===== src/rtl/qix_cpu_clkgen.sv =====
// 6809E E/Q quadrature clock generator for the Video and Data CPU boards.
// One phase counter drives both CPUs; the Data CPU runs a fixed SKEW behind.
module qix_cpu_clkgen #(
  parameter int          DIV           = 16,
  parameter int          SKEW          = 8,
  parameter int          PW            = 4,
  parameter logic [31:0] BUS_RESET_VAL = 32'h0
) (
  input  logic          clk_20m,
  input  logic          reset_n,
  input  logic          pause,
  output logic          vid_E,
  output logic          vid_Q,
  output logic          vid_E_rise,
  output logic          vid_E_fall,
  output logic          dat_E,
  output logic          dat_Q,
  output logic          dat_E_rise,
  output logic          dat_E_fall,
  output logic [PW-1:0] phase,
  output logic          paused,
  output logic [31:0]   bus_cycles
);

  localparam logic [PW-1:0] LP_LAST   = PW'(DIV - 1);
  localparam logic [PW-1:0] LP_Q_LO   = PW'(DIV / 4);
  localparam logic [PW-1:0] LP_E_LO   = PW'(DIV / 2);
  localparam logic [PW-1:0] LP_Q_HI   = PW'((3 * DIV) / 4);
  localparam logic [PW-1:0] LP_PD_OFS = PW'((DIV - SKEW) % DIV);
  localparam logic [PW:0]   LP_DIV_W  = (PW + 1)'(DIV);

  logic [PW-1:0] r_phase;
  logic          r_vid_E, r_vid_Q, r_vid_E_rise, r_vid_E_fall;
  logic          r_dat_E, r_dat_Q, r_dat_E_rise, r_dat_E_fall;
  logic          r_paused;
  logic [31:0]   r_bus_cycles;

  logic          w_hold;
  logic          w_wrap;
  logic          w_adv;
  logic [PW-1:0] w_phase_nxt;
  logic [PW-1:0] w_pd_nxt;

  function automatic logic f_q(input logic [PW-1:0] p);
    return (p >= LP_Q_LO) && (p < LP_Q_HI);
  endfunction

  function automatic logic f_e(input logic [PW-1:0] p);
    return p >= LP_E_LO;
  endfunction

  // (p + DIV - SKEW) mod DIV; both operands are below DIV so one subtract suffices
  function automatic logic [PW-1:0] f_data_phase(input logic [PW-1:0] p);
    logic [PW:0] s;
    s = {1'b0, p} + {1'b0, LP_PD_OFS};
    if (s >= LP_DIV_W) s = s - LP_DIV_W;
    return s[PW-1:0];
  endfunction

  assign w_hold      = pause && (r_phase == '0);
  assign w_wrap      = (r_phase == LP_LAST);
  assign w_adv       = !w_hold;
  assign w_phase_nxt = w_hold ? r_phase : (w_wrap ? '0 : r_phase + 1'b1);
  assign w_pd_nxt    = f_data_phase(w_phase_nxt);

  // Levels and strobes are decoded from the next phase so every output lines up with r_phase
  always_ff @(posedge clk_20m) begin
    if (!reset_n) begin
      r_phase      <= '0;
      r_vid_E      <= 1'b0;
      r_vid_Q      <= 1'b0;
      r_vid_E_rise <= 1'b0;
      r_vid_E_fall <= 1'b0;
      r_dat_E      <= 1'b0;
      r_dat_Q      <= 1'b0;
      r_dat_E_rise <= 1'b0;
      r_dat_E_fall <= 1'b0;
      r_paused     <= 1'b0;
      r_bus_cycles <= BUS_RESET_VAL;
    end else begin
      r_phase      <= w_phase_nxt;
      r_vid_E      <= f_e(w_phase_nxt);
      r_vid_Q      <= f_q(w_phase_nxt);
      r_vid_E_rise <= w_adv && (w_phase_nxt == LP_E_LO);
      r_vid_E_fall <= w_adv && w_wrap;
      r_dat_E      <= f_e(w_pd_nxt);
      r_dat_Q      <= f_q(w_pd_nxt);
      r_dat_E_rise <= w_adv && (w_pd_nxt == LP_E_LO);
      r_dat_E_fall <= w_adv && (w_pd_nxt == '0);
      r_paused     <= w_hold;
      if (w_adv && w_wrap) r_bus_cycles <= r_bus_cycles + 32'd1;
    end
  end

  assign vid_E      = r_vid_E;
  assign vid_Q      = r_vid_Q;
  assign vid_E_rise = r_vid_E_rise;
  assign vid_E_fall = r_vid_E_fall;
  assign dat_E      = r_dat_E;
  assign dat_Q      = r_dat_Q;
  assign dat_E_rise = r_dat_E_rise;
  assign dat_E_fall = r_dat_E_fall;
  assign phase      = r_phase;
  assign paused     = r_paused;
  assign bus_cycles = r_bus_cycles;

endmodule


===== config.mk =====
export PLATFORM = sky130hd
export DESIGN_NAME = qix_cpu_clkgen
export DESIGN_NICKNAME = d
export VERILOG_FILES = /design/src/rtl/qix_cpu_clkgen.sv
export SDC_FILE = /design/constraint.sdc
export NUM_CORES = 1
export LEC_CHECK = 0
export ABC_CLOCK_PERIOD_IN_PS = 1900
export BUFFER_PORTS_ARGS = -buffer_cell sky130_fd_sc_hd__buf_4
export CORE_ASPECT_RATIO = 0.9
export CORE_MARGIN = 3
export CORE_UTILIZATION = 49
export CTS_BUF_LIST = sky130_fd_sc_hd__clkbuf_4
export CTS_CLUSTER_SIZE = 30
export DETAILED_ROUTE_END_ITERATION = 12
export PLACE_DENSITY = 0.83
export SYNTH_ARGS = -nofsm -noshare
export SYNTH_HDL_FRONTEND = slang
export SYNTH_SLANG_ARGS = --single-unit

===== constraint.sdc =====
create_clock -name clk_20m -period 1.9 [get_ports clk_20m]
set_clock_uncertainty 0.05 [all_clocks]
set_input_delay 0.095 -clock clk_20m [delete_from_list [all_inputs] [get_ports clk_20m]]
set_output_delay 0.095 -clock clk_20m [all_outputs]
set_load 0.05 [all_outputs]

==> results of run 1 <==
through the flow:
stage	hold slack (ns)	TNS, ns
2_1_floorplan	0.201	-0.0679
3_3_place_gp	0.364	0
3_5_place_dp	0.367	-0.00799
4_1_cts	0.183	0
5_1_grt	0.180	0
6_report	0.189	0
state kept, by name (all words and copies together) (netlist names):
signal	cells
vid_E_rise	1
bus_cycles	32
vid_E	1
dat_Q	1
dat_E_rise	1
paused	1
phase	4
vid_E_fall	1
dat_E	1
vid_Q	1
layout by cell type, fill, tap and decap left out, types with 5 or more instances in the layout:
cell type  synthesis  final
buf_4              2     65
dfxtp_1           44     24
a21oi_1           21     21
dfxtp_2            0     18
nor2_1            14     14
or4_1             13     13
nand2_1           11     11
o31ai_1           11     11
o21ai_0           10     10
nand4_1           10     10
nand3_1            9      9
and2_1             8      8
or3_1              8      8
inv_1              7      7
clkbuf_4           0      7
xor2_1             6      6
and3_1             6      5
synth_stat cells, drive strengths merged:
cell type	instances
dfxtp	44
a21oi	21
nor2	14
or4	13
nand4	12
nand2	11
o31ai	11
o21ai	10
nand3	9
and2	8
or3	8
buf	7
inv	7
and3	6
clkbuf	6
xor2	6
and4	4
ha	4
nor3	3
xnor2	3
mux2i	2
nand2b	2
nor4	2
o211ai	2
o21a	2
a2111oi	1
and4bb	1
clkinv	1
o31a	1
o41ai	1
path summary, 6_finish.rpt:
| path | start | end | cells past startpoint |
|---|---|---|---|
| setup / recovery | phase[0] | bus_cycles[27] | 6 |
| hold / removal | pause | phase[2] | 4 |
| setup reg to reg | phase[0] | bus_cycles[27] | 6 |
| hold reg to reg | bus_cycles[31] | bus_cycles[31] | 2 |
worst max-delay path, cell delays in order, from the launching register on:
cell,delay [ns]
dfxtp_4,0.41
ha_4,0.16
and3_2,0.24
nand4_1,0.09
buf_4,0.19
or4_1,0.46
a21oi_1,0.16
per-layer routing:
metal	GRT usage, %	up-vias	wire length (µm)
met2	31.9	66	2110
met5	0	-	0
met1	26.4	867	2180
met3	6.53	8	330
met4	7.14	0	68
li1	-	942	-
layout make-up:
class | instances | share of cell area (%)
repair buffers | 66 | 19.3
multi-input cells | 157 | 39.8
clock buffers | 7 | 2.04
clock inverters | 1 | 0.146
well taps | 46 | 2.23
flip-flops and latches | 44 | 35.3
inverters | 8 | 1.16
power groups by stage:
stage | combinational (mW) | clock (mW) | sequential [mW]
final | 0.205 | 0.451 | 0.966
after global routing | 0.219 | 0.503 | 0.971
after CTS | 0.203 | 0.465 | 0.966
after detailed placement | 0.201 | 0 | 0.987
after global placement | 0.198 | 0 | 0.985
after floorplan | 0.0666 | 0 | 1.05
cells by family (layout without fill, tap and decap cells):
family                     Yosys count  in the layout  share of synthesized area, %
and+or+nand+nor                     93             93                          27.9
xor gates and xnor gates             9              9                          3.99
buffers and inverters               21             82                          5.07
adders and majority gates            4              4                          2.53
AOI/OAI and AO/OA                   49             49                          14.9
muxes                                2              2                          1.01
DFF                                 44             44                          44.6
timing repair:
action                                  in CTS  in global routing
gates resized for setup                      1                  2
pin swaps                                    0                  2
setup buffers                                0                  2
hold endpoints to repair                     4                  0
hold buffers                                 1                  0
endpoints found under the setup margin       5                 11
==> out/results.tsv, run 1 <==
metric	value	unit
status	completed	
post-place-ws	-0.00473	ns
antenna_left	0	
synth_cells	222	
gr-total-overflow	0	
antenna_cells	0	
p_leak	1.04	nW
die_area	4830	µm²
dpl.hpwl	3440	µm
drtIter0Drc	145	
arrival	2.06	ns
crit_type	reg -> reg	
first_global_vias	1668	
combPwrFrac	12.6	%
start_util	51.9	%
placed_cells	318	
pwr_density_cell	629	nW/µm²
fmax	0.548	GHz
die_w	72.9	µm
fin_crit_sh	96.1	%
grt_max_degree	24	
fin_area	2580	µm²
end_kind	flop	
die_h	66.2	µm
cts_tree	done	
hp-class	in -> reg	
min_period	1.83	ns
fin_cells	329	
yosysSeqAreaShare	44.6	%
power	1.62	mW
crit_fanout	11	
maxCapViolations	0	
drive_above_1_share	35.0	%
worstSkewPairLatency	0.36	ns
grt_pass1_wl	7650	µm
ys_types	35	
synth.ff_latch_count	44	
multi_input_area	1030	µm²
synth_fp_nets	229	
crit_required	2.14	ns
nets	289	
netlist_area	1980	µm²
dr.pass1.iters	4	
slew_headroom	78.4	%
setup_viol	0	
avgViaCountPerCell	5.72	
dpl_cell_area	2490	µm²
drv_slew	0	
netSwitchingFraction	27.0	%
cts-htree-levels	2	
seqCellArea	911	µm²
power_switching	0.437	mW
max-clock-path-buffers	2	
peakVddDrop	436	µV
cp-start-kind	flop	
ys_warn_count	0	
io_pins	48	
cts_made_buffers	5	
worstMarginPinSlew	0.320	ns
io_buffers	47	
nFillCells	315	
antenna_found_initial	0	
grt.total_usage	20.4	%
r2r_slack	0.07	ns
clkSinkCount	44	
internal_power	1.18	mW
drc	0	
final_util	67.7	%
pwr-share-seq	59.6	%
clk_pin_slew_worst_paths	0.11	ns
core-area	3810	µm²
finalHoldViolations	0	
vias	1883	
setup_ws	0.0743	ns
rows	21	
syn_avg_cell_area	8.90	µm²
synthToLayoutAreaGrowth	30.5	%
yosysTopAreaCell	dfxtp_1	
p_clk_share	27.8	%
root_buffer	clkbuf_4	
drt-wirelength-per-cell	14.2	µm
rsz0062_at_grt	no	
synth_area_leaders	dfxtp_1 (45%), a21oi_1 (5.3%), or4_1 (4.9%)	
synth_top_cell_area_share	44.6	%
gpl.final_weighted_congestion	0.912	
drt-total-wl	4680	µm
Note: power is estimated with default switching activity, not from simulation.
==> run 2: changes to the inputs <==
==> config.mk (replaced) <==
export PLATFORM = sky130hd
export DESIGN_NAME = qix_cpu_clkgen
export DESIGN_NICKNAME = d
export VERILOG_FILES = /design/src/rtl/qix_cpu_clkgen.sv
export SDC_FILE = /design/constraint.sdc
export NUM_CORES = 1
export LEC_CHECK = 0
export ABC_CLOCK_PERIOD_IN_PS = 2000
export BUFFER_PORTS_ARGS = -buffer_cell sky130_fd_sc_hd__buf_4
export CORE_ASPECT_RATIO = 0.9
export CORE_MARGIN = 3
export CORE_UTILIZATION = 55
export CTS_BUF_LIST = sky130_fd_sc_hd__clkbuf_4
export CTS_CLUSTER_SIZE = 30
export DETAILED_ROUTE_END_ITERATION = 12
export PLACE_DENSITY = 0.88
export SYNTH_ARGS = -nofsm -noshare
export SYNTH_HDL_FRONTEND = slang
export SYNTH_SLANG_ARGS = --single-unit
==> constraint.sdc (replaced) <==
create_clock -name clk_20m -period 2 [get_ports clk_20m]
set_clock_uncertainty 0.05 [all_clocks]
set_input_delay 0.1 -clock clk_20m [delete_from_list [all_inputs] [get_ports clk_20m]]
set_output_delay 0.1 -clock clk_20m [all_outputs]
set_load 0.05 [all_outputs]
==> run 2 against run 1 <==
Count of clock-buffer cells in the layout shrank 2; sequential cell count is the same; first-iteration DRC count shrank 9.0%; die area shrank 10%; register-to-register slack is essentially flat; critical path type unchanged; highest routed layer unchanged.
==> out/results.tsv, run 2 (same netlist as run 1, synthesis figures left out) <==
metric	value	unit	change
status	completed		
cts_tree	done		
grt_pass1_wl	7650	µm	about the same
setup_viol	0		unchanged
cp_cell_sequence	ha_1, and4_2, nand4_4, or4_1, a21oi_1		
io_buffers	47		unchanged
io_pins	48		unchanged
peakVddDrop	466	µV	+6.7%
gpl.final_weighted_congestion	0.858		-5.9%
antenna_cells	0		unchanged
hp-class	in -> reg		
drive_above_1_share	32.9	%	-2.1 points
cp-start-kind	flop		
clk_pin_slew_worst_paths	0.12	ns	about the same
drtIter0Drc	132		-9.0%
fin_crit_sh	95.7	%	-0.36 points
worstMarginPinSlew	0.347	ns	+0.0272 ns
end_kind	flop		
cts_made_buffers	5		unchanged
dpl_cell_area	2420	µm²	-2.7%
die_w	69.2	µm	-5.1%
cp_slowest_cell	or4_1		
whs	0.236	ns	+0.0469 ns
start_util	58.1	%	+6.2 points
core-area	3400	µm²	-11%
setup_ws	0.0854	ns	+0.0111 ns
avgViaCountPerCell	5.90		+3.1%
cp_slowest_stage_delay	0.52	ns	+0.06 ns
dr.pass1.iters	4		unchanged
grt_max_degree	24		unchanged
crit_type	reg -> reg		
fin_cells	321		-2.4%
drv_slew	0		unchanged
crit_fanout	14		+3
path_delay_family	simple AND/OR/NAND/NOR gates		
finalHoldViolations	0		unchanged
power	1.51	mW	-6.8%
cts-htree-levels	2		unchanged
antenna_left	0		unchanged
slew_headroom	76.7	%	-1.7 points
root_buffer	clkbuf_4		
crit_required	2.25	ns	+0.11 ns
clkSinkCount	44		unchanged
p_leak	1.01	nW	-3.2%
first_global_vias	1741		+4.4%
layout_common_cells	buf_4 (59), dfxtp_1 (29), a21oi_1 (21)		
placed_cells	310		-2.5%
mostFrequentLayoutCell	buf_4		
die_h	62.9	µm	-5.1%
pwr_density_cell	599	nW/µm²	-4.8%
antenna_found_initial	0		unchanged
rows	20		-4.8%
drt-wirelength-per-cell	15.0	µm	+5.1%
worstSkewPairLatency	0.36	ns	about the same
maxCapViolations	0		unchanged
drc	0		unchanged
arrival	2.16	ns	+0.10 ns
drt-total-wl	4800	µm	+2.5%
fin_setup_tns	0	ns	unchanged
crit_buf_inv	0		-1
grt.total_usage	21.5	%	+1.1 points
largest_reg_flops	32		unchanged
nets	283		-2.1%
dpl.hpwl	3440	µm	-0.14%
vias	1894		+0.58%
fin_area	2520	µm²	-2.1%
synthToLayoutAreaGrowth	27.8	%	
fmax	0.522	GHz	-4.6%
die_area	4350	µm²	-10%
final_util	74.2	%	+6.5 points
min_period	1.91	ns	+0.0889 ns
max-clock-path-buffers	2		unchanged
gr-total-overflow	0		unchanged
post-place-ws	0.00584	ns	+0.0106 ns
run 2: cell types whose count changed in the layout (fill, tap and decap cells not counted), moves of 2 or more:
| cell | previous run | this run |
|---|---|---|
| buf_4 | 65 | 59 |
| clkbuf_4 | 7 | 5 |
| clkinv_2 | 0 | 2 |
| dfxtp_1 | 24 | 29 |
| dfxtp_2 | 18 | 13 |
run 2: cell type report:
| type | count | area, µm² |
|---|---|---|
| fillers | 272 | 878 |
| inverters | 8 | 30.0 |
| clock inverters | 3 | 13.8 |
| clock buffers | 5 | 37.5 |
| repair buffers | 60 | 453 |
| multi-input cells | 157 | 1030 |
| well taps | 44 | 55.1 |
| flip-flops and latches | 44 | 905 |
run 2: path summary, 6_finish.rpt:
path                                     start             end  slack, ns  depth (start not counted)
worst max-delay path                  phase[0]  bus_cycles[24]       0.09                          5
worst min-delay path                     pause          paused       0.24                          3
worst max register to register        phase[0]  bus_cycles[24]       0.09                          5
worst min register to register  bus_cycles[31]  bus_cycles[31]       0.45                          2
run 2: where the power goes:
part / internal [mW] / total (mW) / switching [mW] / leakage (nW)
registers: 0.898 / 0.917 / 0.0188 / 0.364
logic: 0.0587 / 0.187 / 0.128 / 0.610
clock network: 0.129 / 0.408 / 0.278 / 0.0324
run 2: tightest hold or removal path: stages:
cell and delay, ns:
buf_4 0.07, and4bb_2 0.31, and2_1 0.14
run 2: repair_timing:
action                                  in CTS  in global routing
hold buffers                                 1                  0
endpoints found under the setup margin       1                 13
hold endpoints to repair                     2                  0
pin swaps                                    1                  2
setup buffers                                0                  2
resized for setup                            1                  6
run 2: routing by layer:
| layer | vias to the layer above | wire, µm | GRT usage (%) |
|---|---|---|---|
| li1 | 924 | - | - |
| met1 | 898 | 2070 | 25.3 |
| met2 | 63 | 2350 | 37.7 |
| met3 | 9 | 296 | 4.50 |
| met4 | 0 | 88 | 8.78 |
| met5 | - | 0 | 0 |
==> run 3: changes to the inputs <==
--- a/config.mk
+++ b/config.mk
@@ -7,13 +7,14 @@
 export LEC_CHECK = 0
 export ABC_CLOCK_PERIOD_IN_PS = 2000
 export BUFFER_PORTS_ARGS = -buffer_cell sky130_fd_sc_hd__buf_4
-export CORE_ASPECT_RATIO = 0.9
+export CORE_ASPECT_RATIO = 1.25
 export CORE_MARGIN = 3
 export CORE_UTILIZATION = 55
 export CTS_BUF_LIST = sky130_fd_sc_hd__clkbuf_4
 export CTS_CLUSTER_SIZE = 30
 export DETAILED_ROUTE_END_ITERATION = 12
 export PLACE_DENSITY = 0.88
+export SLEW_MARGIN = 15
 export SYNTH_ARGS = -nofsm -noshare
 export SYNTH_HDL_FRONTEND = slang
 export SYNTH_SLANG_ARGS = --single-unit
==> run 3 against run 2 <==
Clock power is 37% higher; hold slack hardly changed; critical path depth is 3 higher; core utilization is 1.8 points higher.
==> out/results.tsv, run 3 (same netlist as run 1, synthesis figures left out) <==
metric	value	unit	change
root_buffer	clkbuf_4		
grt_pass1_wl	7760	µm	+1.4%
end_kind	flop		
cp_slowest_cell	dfxtp_4		
max-clock-path-buffers	2		unchanged
io_buffers	47		unchanged
gpl.final_weighted_congestion	0.788		-8.2%
fmax	0.529	GHz	+1.2%
antenna_cells	0		unchanged
crit_buf_inv	2		+2
drive_above_1_share	32.9	%	unchanged
crit_cells	8		+3
dpl.hpwl	3240	µm	-5.8%
cts_tree	done		
vias	1878		-0.84%
crit_required	2.25	ns	about the same
arrival	2.14	ns	-0.02 ns
dr.pass1.iters	4		unchanged
rsz0062_at_grt	yes		
first_global_vias	1655		-4.9%
maxCapViolations	0		unchanged
cp-start-kind	flop		
mostFrequentLayoutCell	buf_4		
layout_common_cells	buf_4 (59), dfxtp_1 (29), a21oi_1 (21)		
die_w	59.6	µm	-14%
grt.total_usage	22.9	%	+1.4 points
crit_type	reg -> reg		
nets	283		unchanged
cp_cell_sequence	inv_1, ha_1, and4bb_2, nand2b_1, ha_1, inv_1, a2111oi_1, o21a_1		
final_util	76.0	%	+1.8 points
r2r_slack	0.11	ns	+0.02 ns
slew_headroom	66.1	%	-11 points
setup_viol	0		unchanged
worstSetupEndpoint	vid_E		
worstMarginPinSlew	0.502	ns	+0.155 ns
die_area	4350	µm²	about the same
min_period	1.89	ns	-0.0234 ns
clk_pin_slew_worst_paths	0.13	ns	about the same
clkSinkCount	44		unchanged
cts-htree-levels	2		unchanged
core-area	3340	µm²	-1.9%
path_delay_family	compound AO/OA/AOI/OAI gates		
power	1.66	mW	+10%
status	completed		
timing.rr.end	vid_E		
antenna_found_initial	0		unchanged
start_util	59.2	%	+1.1 points
crit-reg2reg-launch	phase[0]		
io_pins	48		unchanged
drt-wirelength-per-cell	14.7	µm	-1.5%
avgViaCountPerCell	5.98		+1.4%
gr-total-overflow	0		unchanged
drt-total-wl	4630	µm	-3.6%
setup_ws	0.109	ns	+0.0234 ns
cp_slowest_stage_delay	0.39	ns	-0.13 ns
cts_made_buffers	5		unchanged
largest_reg_flops	32		unchanged
fin_crit_sh	94.6	%	-1.2 points
worstSkewPairLatency	0.35	ns	about the same
r2r_cells	8		+3
synthToLayoutAreaGrowth	28.4	%	
post-place-ws	0.0455	ns	+0.0397 ns
die_h	73.0	µm	+16%
crit_start	phase[0]		
p_leak	1.01	nW	+0.65%
peakVddDrop	680	µV	+46%
rows	23		+15%
drc	0		unchanged
crit_fanout	8		-6
pwr_density_cell	656	nW/µm²	+9.6%
nFillCells	269		-1.1%
finalHoldViolations	0		unchanged
antenna_left	0		unchanged
drv_slew	0		unchanged
grt_max_degree	24		unchanged
hp-class	in -> reg		
drtIter0Drc	125		-5.3%
run 3: changes by cell type in the layout (fill, tap and decap cells not counted):
cell       before  now
clkinv_2        2    1
bufinv_16       0    1
a2111oi_2       1    0
nand3_1         8    9
ha_1            4    3
nand3_2         1    0
clkbuf_4        5    6
a2111oi_1       0    1
ha_2            0    1
clkinv_1        2    1
run 3: area by class of cell:
cell class	instances	area, µm²	share of cell area, %
clock buffers	6	45.0	1.78
clock inverters	2	35.0	1.38
inverters	8	30.0	1.18
multi-input cells	157	1020	40.3
flip-flops and latches	44	905	35.7
well taps	37	46.3	1.82
repair buffers	60	453	17.9
run 3: worst min-delay path, stage by stage:
cell	delay (ns)
buf_4	0.08
and4bb_2	0.29
and2_1	0.14
run 3: layer usage:
metal	global-route usage (%)	routed length [µm]
met1	29.6	2050
met2	37.3	2280
met3	5.84	251
met4	6.65	46
met5	0	0
run 3: stage by stage:
step,cells,instance area (µm²),hold slack (ns),TNS (ns)
final,314,2540,0.237,0
after global routing,314,2540,0.256,-0.0314
after floorplan,222,2010,0.206,-0.0485
after CTS,309,2480,0.222,0
after global placement,300,2390,0.371,0
after detailed placement,300,2390,0.373,0
run 3: power breakdown:
part / leakage, nW / total (mW) / switching [mW] / internal (mW)
registers: 0.364 / 0.914 / 0.0161 / 0.898
clock network: 0.0456 / 0.560 / 0.284 / 0.276
logic: 0.603 / 0.190 / 0.131 / 0.0595
run 3: how the worst min path moves through the flow:
stage / startpoint / end / slack [ns] / depth (start not counted)
6_report: pause / paused / 0.24 / 3
5_1_grt: pause / paused / 0.26 / 3
4_1_cts: pause / paused / 0.22 / 3
3_5_place_dp: reset_n / vid_E / 0.37 / 2
3_3_place_gp: reset_n / bus_cycles[25] / 0.37 / 2
2_1_floorplan: reset_n / bus_cycles[31] / 0.21 / 2
run 3: timing repair:
| action | 4_1_cts | 5_1_grt |
|---|---|---|
| endpoints found under the hold margin | 2 | 0 |
| buffers inserted | 0 | 5 |
| endpoints found under the setup margin | 0 | 14 |
| gates resized for setup | 0 | 6 |
| hold buffers | 1 | 0 |
